--- config.mk ---
export PLATFORM = sky130hd
export DESIGN_NAME = multi_point_frequency_manager_flat
export DESIGN_NICKNAME = d
export VERILOG_FILES = /design/src/rtl/multi_point_frequency_manager_if.sv /design/src/rtl/multi_point_frequency_manager.sv /design/src/flat_wrapper.sv
export SDC_FILE = /design/constraint.sdc
export NUM_CORES = 1
export LEC_CHECK = 0
export BUFFER_PORTS_ARGS = -buffer_cell sky130_fd_sc_hd__buf_2
export CORE_MARGIN = 2
export CORE_UTILIZATION = 50
export CTS_BUF_LIST = sky130_fd_sc_hd__clkbuf_4
export DETAILED_ROUTE_END_ITERATION = 10
export PLACE_DENSITY_LB_ADDON = 0.08
export SLEW_MARGIN = 20
export SYNTH_ARGS = -nofsm -noshare
export SYNTH_HDL_FRONTEND = slang
export SYNTH_SLANG_ARGS = --single-unit
--- constraint.sdc ---
create_clock -name clock -period 15.8 [get_ports clock]
set_input_delay 0.79 -clock clock [delete_from_list [all_inputs] [get_ports clock]]
set_output_delay 0.79 -clock clock [all_outputs]
set_load 0.02 [all_outputs]
--- src/rtl/multi_point_frequency_manager_if.sv ---
// Pixel stream, run control and register-write readout bundle shared by
// multi_point_frequency_manager and whatever drives or observes it.
interface multi_point_frequency_manager_if #(
  parameter int unsigned DATA_WIDTH = 8
);
  logic [DATA_WIDTH-1:0] pixel_data;
  logic                  pixel_valid;
  logic                  line_start;
  logic                  start;
  logic                  stop;
  logic                  clear;
  logic                  enable;
  logic [1:0]            register_operation;
  logic [7:0]            register_number;
  logic [31:0]           register_write;
  logic                  irq;

  modport master (
    output pixel_data, pixel_valid, line_start, start, stop, clear,
    input  enable, register_operation, register_number, register_write, irq
  );

  modport slave (
    input  pixel_data, pixel_valid, line_start, start, stop, clear,
    output enable, register_operation, register_number, register_write, irq
  );
endinterface

--- src/rtl/multi_point_frequency_manager.sv ---
// Per-line windowed peak detection on CHANNELS points, period classification
// into F0/F1/unknown counters, and a register-write readout on stop.
module multi_point_frequency_manager #(
  parameter int unsigned              CHANNELS         = 3,
  parameter int unsigned              DATA_WIDTH       = 8,
  parameter int unsigned              DARK_PIXELS      = 16,
  parameter int unsigned              COLOR_PIXELS     = 1024,
  parameter int unsigned              POINT_WIDTH      = 32,
  parameter logic [12*CHANNELS-1:0]   POINT_INDEX      = {12'd768, 12'd256, 12'd2},
  parameter int unsigned              THRESHOLD        = 100,
  parameter logic [16*CHANNELS-1:0]   F0_PERIOD        = {16'd12, 16'd8, 16'd4},
  parameter logic [16*CHANNELS-1:0]   F1_PERIOD        = {16'd14, 16'd10, 16'd6},
  parameter int unsigned              PERIOD_TOLERANCE = 1,
  parameter int unsigned              HOLD_CYCLES      = 4
) (
  input logic                     clock,
  input logic                     reset,
  multi_point_frequency_manager_if.slave bus
);

  localparam logic [1:0] ST_IDLE = 2'd0;
  localparam logic [1:0] ST_RUN  = 2'd1;
  localparam logic [1:0] ST_DUMP = 2'd2;
  localparam logic [1:0] ST_DONE = 2'd3;

  localparam int unsigned LAST_PIX = DARK_PIXELS + COLOR_PIXELS - 1;
  localparam int unsigned PIX_W    = $clog2(DARK_PIXELS + COLOR_PIXELS);
  localparam int unsigned NREG     = 3 * CHANNELS;
  localparam int unsigned REG_W    = $clog2(NREG);
  localparam int unsigned HOLD_W   = $clog2(HOLD_CYCLES);
  localparam logic [DATA_WIDTH-1:0] THR = DATA_WIDTH'(THRESHOLD);
  localparam logic [15:0]           TOL = 16'(PERIOD_TOLERANCE);

  logic [1:0]                            state_q, state_d;
  logic [PIX_W-1:0]                      pix_q, pix_d, cur_pix;
  logic [CHANNELS-1:0][DATA_WIDTH-1:0]   max_q, max_d;
  logic [CHANNELS-1:0]                   sample_q, sample_d;
  logic [CHANNELS-1:0]                   armed_q, armed_d;
  logic [CHANNELS-1:0][15:0]             line_cnt_q, line_cnt_d;
  logic [CHANNELS-1:0][31:0]             f0_cnt_q, f0_cnt_d;
  logic [CHANNELS-1:0][31:0]             f1_cnt_q, f1_cnt_d;
  logic [CHANNELS-1:0][31:0]             unk_cnt_q, unk_cnt_d;
  logic [REG_W-1:0]                      reg_idx_q, reg_idx_d;
  logic [HOLD_W-1:0]                     hold_q, hold_d;
  logic [CHANNELS-1:0]                   in_win;
  logic                                  clr, enter_run, new_s;
  logic [15:0]                           period;
  logic [31:0]                           rd_val;

  function automatic logic [PIX_W-1:0] win_lo(input int unsigned k);
    return PIX_W'(DARK_PIXELS + 32'(POINT_INDEX[12*k +: 12]));
  endfunction

  function automatic logic [PIX_W-1:0] win_hi(input int unsigned k);
    int unsigned h;
    h = DARK_PIXELS + 32'(POINT_INDEX[12*k +: 12]) + POINT_WIDTH - 1;
    if (h > LAST_PIX) h = LAST_PIX;
    return PIX_W'(h);
  endfunction

  function automatic logic [15:0] absdiff(input logic [15:0] a, input logic [15:0] b);
    return (a > b) ? (a - b) : (b - a);
  endfunction

  function automatic logic [31:0] sat_inc(input logic [31:0] x);
    return (x == '1) ? x : (x + 32'd1);
  endfunction

  always_comb begin
    state_d    = state_q;
    reg_idx_d  = reg_idx_q;
    hold_d     = hold_q;
    max_d      = max_q;
    sample_d   = sample_q;
    armed_d    = armed_q;
    line_cnt_d = line_cnt_q;
    f0_cnt_d   = f0_cnt_q;
    f1_cnt_d   = f1_cnt_q;
    unk_cnt_d  = unk_cnt_q;
    new_s      = 1'b0;
    period     = '0;

    if (bus.line_start)                  cur_pix = '0;
    else if (pix_q == PIX_W'(LAST_PIX))  cur_pix = pix_q;
    else                                 cur_pix = pix_q + PIX_W'(1);
    pix_d = (bus.pixel_valid || bus.line_start) ? cur_pix : pix_q;

    for (int unsigned k = 0; k < CHANNELS; k++)
      in_win[k] = (cur_pix >= win_lo(k)) && (cur_pix <= win_hi(k));

    case (state_q)
      ST_IDLE: if (bus.start && !bus.stop) state_d = ST_RUN;
      ST_RUN: begin
        if (bus.stop) begin
          state_d   = ST_DUMP;
          reg_idx_d = '0;
          hold_d    = '0;
        end
      end
      ST_DUMP: begin
        if (hold_q == HOLD_W'(HOLD_CYCLES - 1)) begin
          hold_d = '0;
          if (reg_idx_q == REG_W'(NREG - 1)) state_d = ST_DONE;
          else                               reg_idx_d = reg_idx_q + REG_W'(1);
        end else begin
          hold_d = hold_q + HOLD_W'(1);
        end
      end
      default: if (!bus.stop) state_d = ST_IDLE;
    endcase

    clr       = bus.clear && (state_q != ST_DUMP);
    enter_run = (state_q == ST_IDLE) && (state_d == ST_RUN);

    for (int unsigned k = 0; k < CHANNELS; k++) begin
      if (clr) begin
        max_d[k]      = '0;
        sample_d[k]   = 1'b0;
        armed_d[k]    = 1'b0;
        line_cnt_d[k] = '0;
        f0_cnt_d[k]   = '0;
        f1_cnt_d[k]   = '0;
        unk_cnt_d[k]  = '0;
      end else if (enter_run) begin
        // Stale maxima from a previous run must not yield a sample on the first line.
        max_d[k]      = '0;
        sample_d[k]   = 1'b0;
        armed_d[k]    = 1'b0;
        line_cnt_d[k] = '0;
      end else if (state_q == ST_RUN) begin
        if (bus.line_start) begin
          new_s         = max_q[k] > THR;
          sample_d[k]   = new_s;
          max_d[k]      = (bus.pixel_valid && in_win[k]) ? bus.pixel_data : '0;
          line_cnt_d[k] = (line_cnt_q[k] == '1) ? line_cnt_q[k] : (line_cnt_q[k] + 16'd1);
          if (new_s && !sample_q[k]) begin
            period        = line_cnt_q[k];
            line_cnt_d[k] = 16'd1;
            armed_d[k]    = 1'b1;
            if (armed_q[k]) begin
              if (period == '1)
                unk_cnt_d[k] = sat_inc(unk_cnt_q[k]);
              else if (absdiff(period, F0_PERIOD[16*k +: 16]) <= TOL)
                f0_cnt_d[k] = sat_inc(f0_cnt_q[k]);
              else if (absdiff(period, F1_PERIOD[16*k +: 16]) <= TOL)
                f1_cnt_d[k] = sat_inc(f1_cnt_q[k]);
              else
                unk_cnt_d[k] = sat_inc(unk_cnt_q[k]);
            end
          end
        end else if (bus.pixel_valid && in_win[k] && (bus.pixel_data > max_q[k])) begin
          max_d[k] = bus.pixel_data;
        end
      end
    end
  end

  // Counters are frozen outside RUN and clear is ignored in DUMP, so reading
  // them directly during DUMP is equivalent to a snapshot taken at DUMP entry.
  always_comb begin
    rd_val = '0;
    for (int unsigned k = 0; k < CHANNELS; k++) begin
      if (reg_idx_q == REG_W'(3*k))     rd_val = f0_cnt_q[k];
      if (reg_idx_q == REG_W'(3*k + 1)) rd_val = f1_cnt_q[k];
      if (reg_idx_q == REG_W'(3*k + 2)) rd_val = unk_cnt_q[k];
    end
  end

  always_ff @(posedge clock or posedge reset) begin
    if (reset) begin
      state_q    <= ST_IDLE;
      pix_q      <= '0;
      max_q      <= '0;
      sample_q   <= '0;
      armed_q    <= '0;
      line_cnt_q <= '0;
      f0_cnt_q   <= '0;
      f1_cnt_q   <= '0;
      unk_cnt_q  <= '0;
      reg_idx_q  <= '0;
      hold_q     <= '0;
    end else begin
      state_q    <= state_d;
      pix_q      <= pix_d;
      max_q      <= max_d;
      sample_q   <= sample_d;
      armed_q    <= armed_d;
      line_cnt_q <= line_cnt_d;
      f0_cnt_q   <= f0_cnt_d;
      f1_cnt_q   <= f1_cnt_d;
      unk_cnt_q  <= unk_cnt_d;
      reg_idx_q  <= reg_idx_d;
      hold_q     <= hold_d;
    end
  end

  assign bus.enable             = (state_q == ST_RUN);
  assign bus.register_operation = (state_q == ST_DUMP) ? 2'd2 : 2'd0;
  assign bus.register_number    = (state_q == ST_DUMP) ? (8'(reg_idx_q) + 8'd1) : 8'd0;
  assign bus.register_write     = (state_q == ST_DUMP) ? rd_val : 32'd0;
  assign bus.irq                = (state_q == ST_DONE);

endmodule

--- src/flat_wrapper.sv ---
// flat-port wrapper written by rule: the top's interface ports become plain ports
module multi_point_frequency_manager_flat 
#(
  parameter int unsigned              CHANNELS         = 3,
  parameter int unsigned              DATA_WIDTH       = 8,
  parameter int unsigned              DARK_PIXELS      = 16,
  parameter int unsigned              COLOR_PIXELS     = 1024,
  parameter int unsigned              POINT_WIDTH      = 32,
  parameter logic [12*CHANNELS-1:0]   POINT_INDEX      = {12'd768, 12'd256, 12'd2},
  parameter int unsigned              THRESHOLD        = 100,
  parameter logic [16*CHANNELS-1:0]   F0_PERIOD        = {16'd12, 16'd8, 16'd4},
  parameter logic [16*CHANNELS-1:0]   F1_PERIOD        = {16'd14, 16'd10, 16'd6},
  parameter int unsigned              PERIOD_TOLERANCE = 1,
  parameter int unsigned              HOLD_CYCLES      = 4
)
  (clock, reset, bus_pixel_data, bus_pixel_valid, bus_line_start, bus_start, bus_stop, bus_clear, bus_enable, bus_register_operation, bus_register_number, bus_register_write, bus_irq);
  multi_point_frequency_manager_if #(.DATA_WIDTH(DATA_WIDTH)) bus_i ();
  input logic clock;
  input logic reset;
  input wire logic [$bits(bus_i.pixel_data)-1:0] bus_pixel_data;
  input wire logic [$bits(bus_i.pixel_valid)-1:0] bus_pixel_valid;
  input wire logic [$bits(bus_i.line_start)-1:0] bus_line_start;
  input wire logic [$bits(bus_i.start)-1:0] bus_start;
  input wire logic [$bits(bus_i.stop)-1:0] bus_stop;
  input wire logic [$bits(bus_i.clear)-1:0] bus_clear;
  output wire logic [$bits(bus_i.enable)-1:0] bus_enable;
  output wire logic [$bits(bus_i.register_operation)-1:0] bus_register_operation;
  output wire logic [$bits(bus_i.register_number)-1:0] bus_register_number;
  output wire logic [$bits(bus_i.register_write)-1:0] bus_register_write;
  output wire logic [$bits(bus_i.irq)-1:0] bus_irq;
  assign bus_i.pixel_data = bus_pixel_data;
  assign bus_i.pixel_valid = bus_pixel_valid;
  assign bus_i.line_start = bus_line_start;
  assign bus_i.start = bus_start;
  assign bus_i.stop = bus_stop;
  assign bus_i.clear = bus_clear;
  assign bus_enable = bus_i.enable;
  assign bus_register_operation = bus_i.register_operation;
  assign bus_register_number = bus_i.register_number;
  assign bus_register_write = bus_i.register_write;
  assign bus_irq = bus_i.irq;
  multi_point_frequency_manager #(.CHANNELS(CHANNELS), .DATA_WIDTH(DATA_WIDTH), .DARK_PIXELS(DARK_PIXELS), .COLOR_PIXELS(COLOR_PIXELS), .POINT_WIDTH(POINT_WIDTH), .POINT_INDEX(POINT_INDEX), .THRESHOLD(THRESHOLD), .F0_PERIOD(F0_PERIOD), .F1_PERIOD(F1_PERIOD), .PERIOD_TOLERANCE(PERIOD_TOLERANCE), .HOLD_CYCLES(HOLD_CYCLES)) u_core (.clock(clock), .reset(reset), .bus(bus_i));
endmodule
==> metrics.md <==
| Metric | Value |
|---|---|
| Status | finished clean |
| Die width | around 230 um |
| CORE AREA | just over 0.05 mm2 |
| Clock Pin Slew Worst Setup and Hold Paths | around 0.07 ns |
| R2r endpoint | u_core.f0_cnt_q[63] |
| IO Count | slightly below 60 |
| Crit path arrival time | approximately 4.2 ns |
| Commonest non-fill, non-tap cell in the layout | nor2_1 |
| Worst Path Class, Setup | flip-flop to output pin |
| Placer congestion estimate | approximately 0.92 |
| R2r setup slk | 11.00 ns |
| Drt first-iter violations | around 2100 |
| GRT Util Overall | 0.2823 |
| Pwr dens | between 100 and 150 mW/mm2 |
| Drt drc | 0 |
| Die Height | 230.7 um |
| FMAX | 199.1 MHz |
| Synth warn | 0 |
| Area of the multi-input gates | 0.01494 mm2 |
| CTS tree | built |
| Drt first pass iters | 5 |
| Skew final | between 0.06 and 0.07 ns |
| R2r startpoint | u_core.line_cnt_q[20] |
| Via density per instance | just over 6 |
| Max cap viols | 0 |
| Post-CTS setup buffer count | 0 |
| Commonest non-fill, non-tap cells in the layout | 468 x nor2_1, 385 x dfrtp_1, 218 x nand2_1, 174 x a21oi_1, 171 x xnor2_1 |
| Initial antenna violation count | 3 |
| Port Buf Inserts | between 50 and 60 |
| Post-Layout Cell Count | 3885 |
| H-tree depth | 3 |
| Endpoints failing hold | 0 |
| Tmin final | 5.023 ns |
| Synth Instances | 3129 |
| RSZ-0062 raised after global routing | false |
| Worst-skew pair later-pin latency | a little under 0.9 ns |
| Placed wire-length estimate | approximately 52000 um |
| Crit. End Element | output pin |
| Synth unique cells | 81 |
| FF+latch area | 0.009634 mm2 |
| Grt total ovfl | 0 |
| Max-slew violations | 0 |
| Share of cells above drive strength 1 | 0.09931 |
| Max_slew headroom | 0.2691 |
| Starting Density | 0.5031 |
| Wire length of the first global-routing pass | roughly 120000 um |
| Synthesized area per cell | 8.215 um2 |
| Layout fillers | 4889 |
| CTS root buf | clkbuf_4 |
| DRT Wirelength | between 70000 and 80000 um |
| Placed insts | about 3700 |
| LEAKAGE | ~11 nW |
| Setup TNS | 0 ns |
| Post-synth EDFFs | 0 |
| Largest net degree at the start of global routing | 187 |
| Final Util | 0.5418 |
| Layout net count | 3209 |
| Post-route cell area | around 0.028 mm2 |
| Synth Cell Area | around 0.026 mm2 |
| Launching element type of the critical path | flip-flop |
| Vias in the first global route | roughly 23000 |
| Routed Antenna Nets | 0 |
| # resized after CTS | 0 |
| Area Overhead vs Synth | 7.695% |
| Hold_buf cts | 0 |
| Via count | ~24000 |
| Clk buf depth | 3 |
| Req. time, crit path | 15.01 ns |
| Flops & latches, synth | approximately 390 |
| Crit Path Max Fanout | 32 |
| Hold Slack | about 0.14 ns |
| Area of the die | 0.05324 mm2 |
| Final period util | 0.3179 |
| Async S/R FF share, synth | 1.000 |
| Worst Tran Pin Value | roughly 1.1 ns |
| Worst Reg2Reg Path Length in Cells | 10 |
| Site Rows | 83 |
| Total CTS buffers | ~110 |
| Clock sink count | 385 |
| Setup-failing EPs final | 0 |
| Register area share after synthesis | 0.3748 |
| IR drop worst, VDD | approximately 0.000063 V |
| Min-delay worst type | primary input to asynchronous set/reset pin |
| Synth Flop Type | dfrtp_1 |
| Routed wire length per instance | 19.38 um |
| DP Area | 0.02632 mm2 |
[sequential cells by signal, summed over array words and instances, names as in the netlist]
signal,cells
u_core.line_cnt_q,48
u_core.f0_cnt_q,96
u_core.armed_q,3
u_core.pix_q,11
u_core.state_q,2
u_core.max_q,24
u_core.sample_q,3
u_core.reg_idx_q,4
u_core.f1_cnt_q,96
u_core.unk_cnt_q,96
u_core.hold_q,2
[cell type report]
type	instances	area share
Inverter	99	0.01369
Timing Repair Buffer	85	0.01862
Clock inverter	20	0.004022
Clock buffer	166	0.04502
Multi-Input combinational cell	2447	0.5396
Tap cell	680	0.03073
Sequential cell	385	0.3480
Antenna cell	3	0.0002712
[critical path: stages (launching register included)]
cell and delay (ns):
dfrtp_1 0.43, inv_1 0.12, ha_1 0.19, nor4b_2 0.22
buf_4 0.39, a22oi_1 0.20, nor2_1 0.13, a21oi_1 0.07
o211ai_1 0.48, o21ai_0 0.29, a211oi_1 0.41, a221oi_1 0.09
nor2_1 0.13, buf_2 0.19
[logic make-up after synthesis]
| family | after synthesis | synth area share |
|---|---|---|
| simple gates | 1400 | 0.2735 |
| flops | 385 | 0.3748 |
| compound gates | 686 | 0.1717 |
| buf+inv | 300 | 0.04634 |
| mux | 32 | 0.01266 |
| other cells | 1 | 0.0001459 |
| fa+ha+maj | 69 | 0.03358 |
| xor+xnor | 256 | 0.08722 |
[worst max path at each step]
stage                                     start                    end  slack, ns
final                       u_core.reg_idx_q[0]  bus_register_write[3]      10.78
after global routing      u_core.line_cnt_q[20]    u_core.f0_cnt_q[55]      10.52
after CTS                   u_core.reg_idx_q[0]  bus_register_write[4]      10.79
after detailed placement  u_core.line_cnt_q[20]    u_core.f0_cnt_q[63]      11.07
after global placement    u_core.line_cnt_q[20]    u_core.f0_cnt_q[63]      11.02
after floorplan                           reset      u_core.armed_q[0]       4.31
[through the flow]
step / setup slack, ns / total power [mW]
floorplan: 4.311 / 1.652
global placement: 11.02 / 1.870
detailed placement: 11.07 / 1.876
CTS: 10.79 / 2.818
global route: 10.52 / 2.965
finish: 10.78 / 2.792
[report_power, final]
group / internal [mW] / switching, mW / leakage [nW]
Sequential: 1.02 / 0.0637 / 5.35
Clock: 0.488 / 0.440 / 0.811
Combinational: 0.230 / 0.552 / 5.13
Total: 1.74 / 1.06 / 11.3
[per-layer routing]
| metal | track usage | wire, um | vias up |
|---|---|---|---|
| met5 | 0 | 0 | - |
| met1 | 0.4074 | 35720 | 11520 |
| met4 | 0.08730 | 1861 | 0 |
| li1 | - | - | 11290 |
| met3 | 0.04360 | 3979 | 137 |
| met2 | 0.4362 | 33740 | 717 |
[synthesized netlist by cell type (28+ instances only)]
cell type / n / area (um2)
nor2_1: 469 / 1760
dfrtp_1: 385 / 9634
nand2_1: 220 / 825.8
a21oi_1: 175 / 875.8
xnor2_1: 171 / 1498
o21ai_0: 165 / 825.8
clkbuf_1: 164 / 615.6
nand3_1: 160 / 800.8
inv_1: 99 / 371.6
nor3_1: 89 / 445.4
or3_1: 85 / 531.8
xor2_1: 85 / 744.5
ha_1: 69 / 863.3
nand4_1: 69 / 431.7
a22oi_1: 67 / 503.0
and3_1: 62 / 387.9
nor4_1: 55 / 344.1
a211oi_1: 45 / 337.8
o211ai_1: 40 / 300.3
a221oi_1: 35 / 306.5
mux2i_1: 28 / 280.3
No activity file was read; power rests on OpenSTA's default activity.
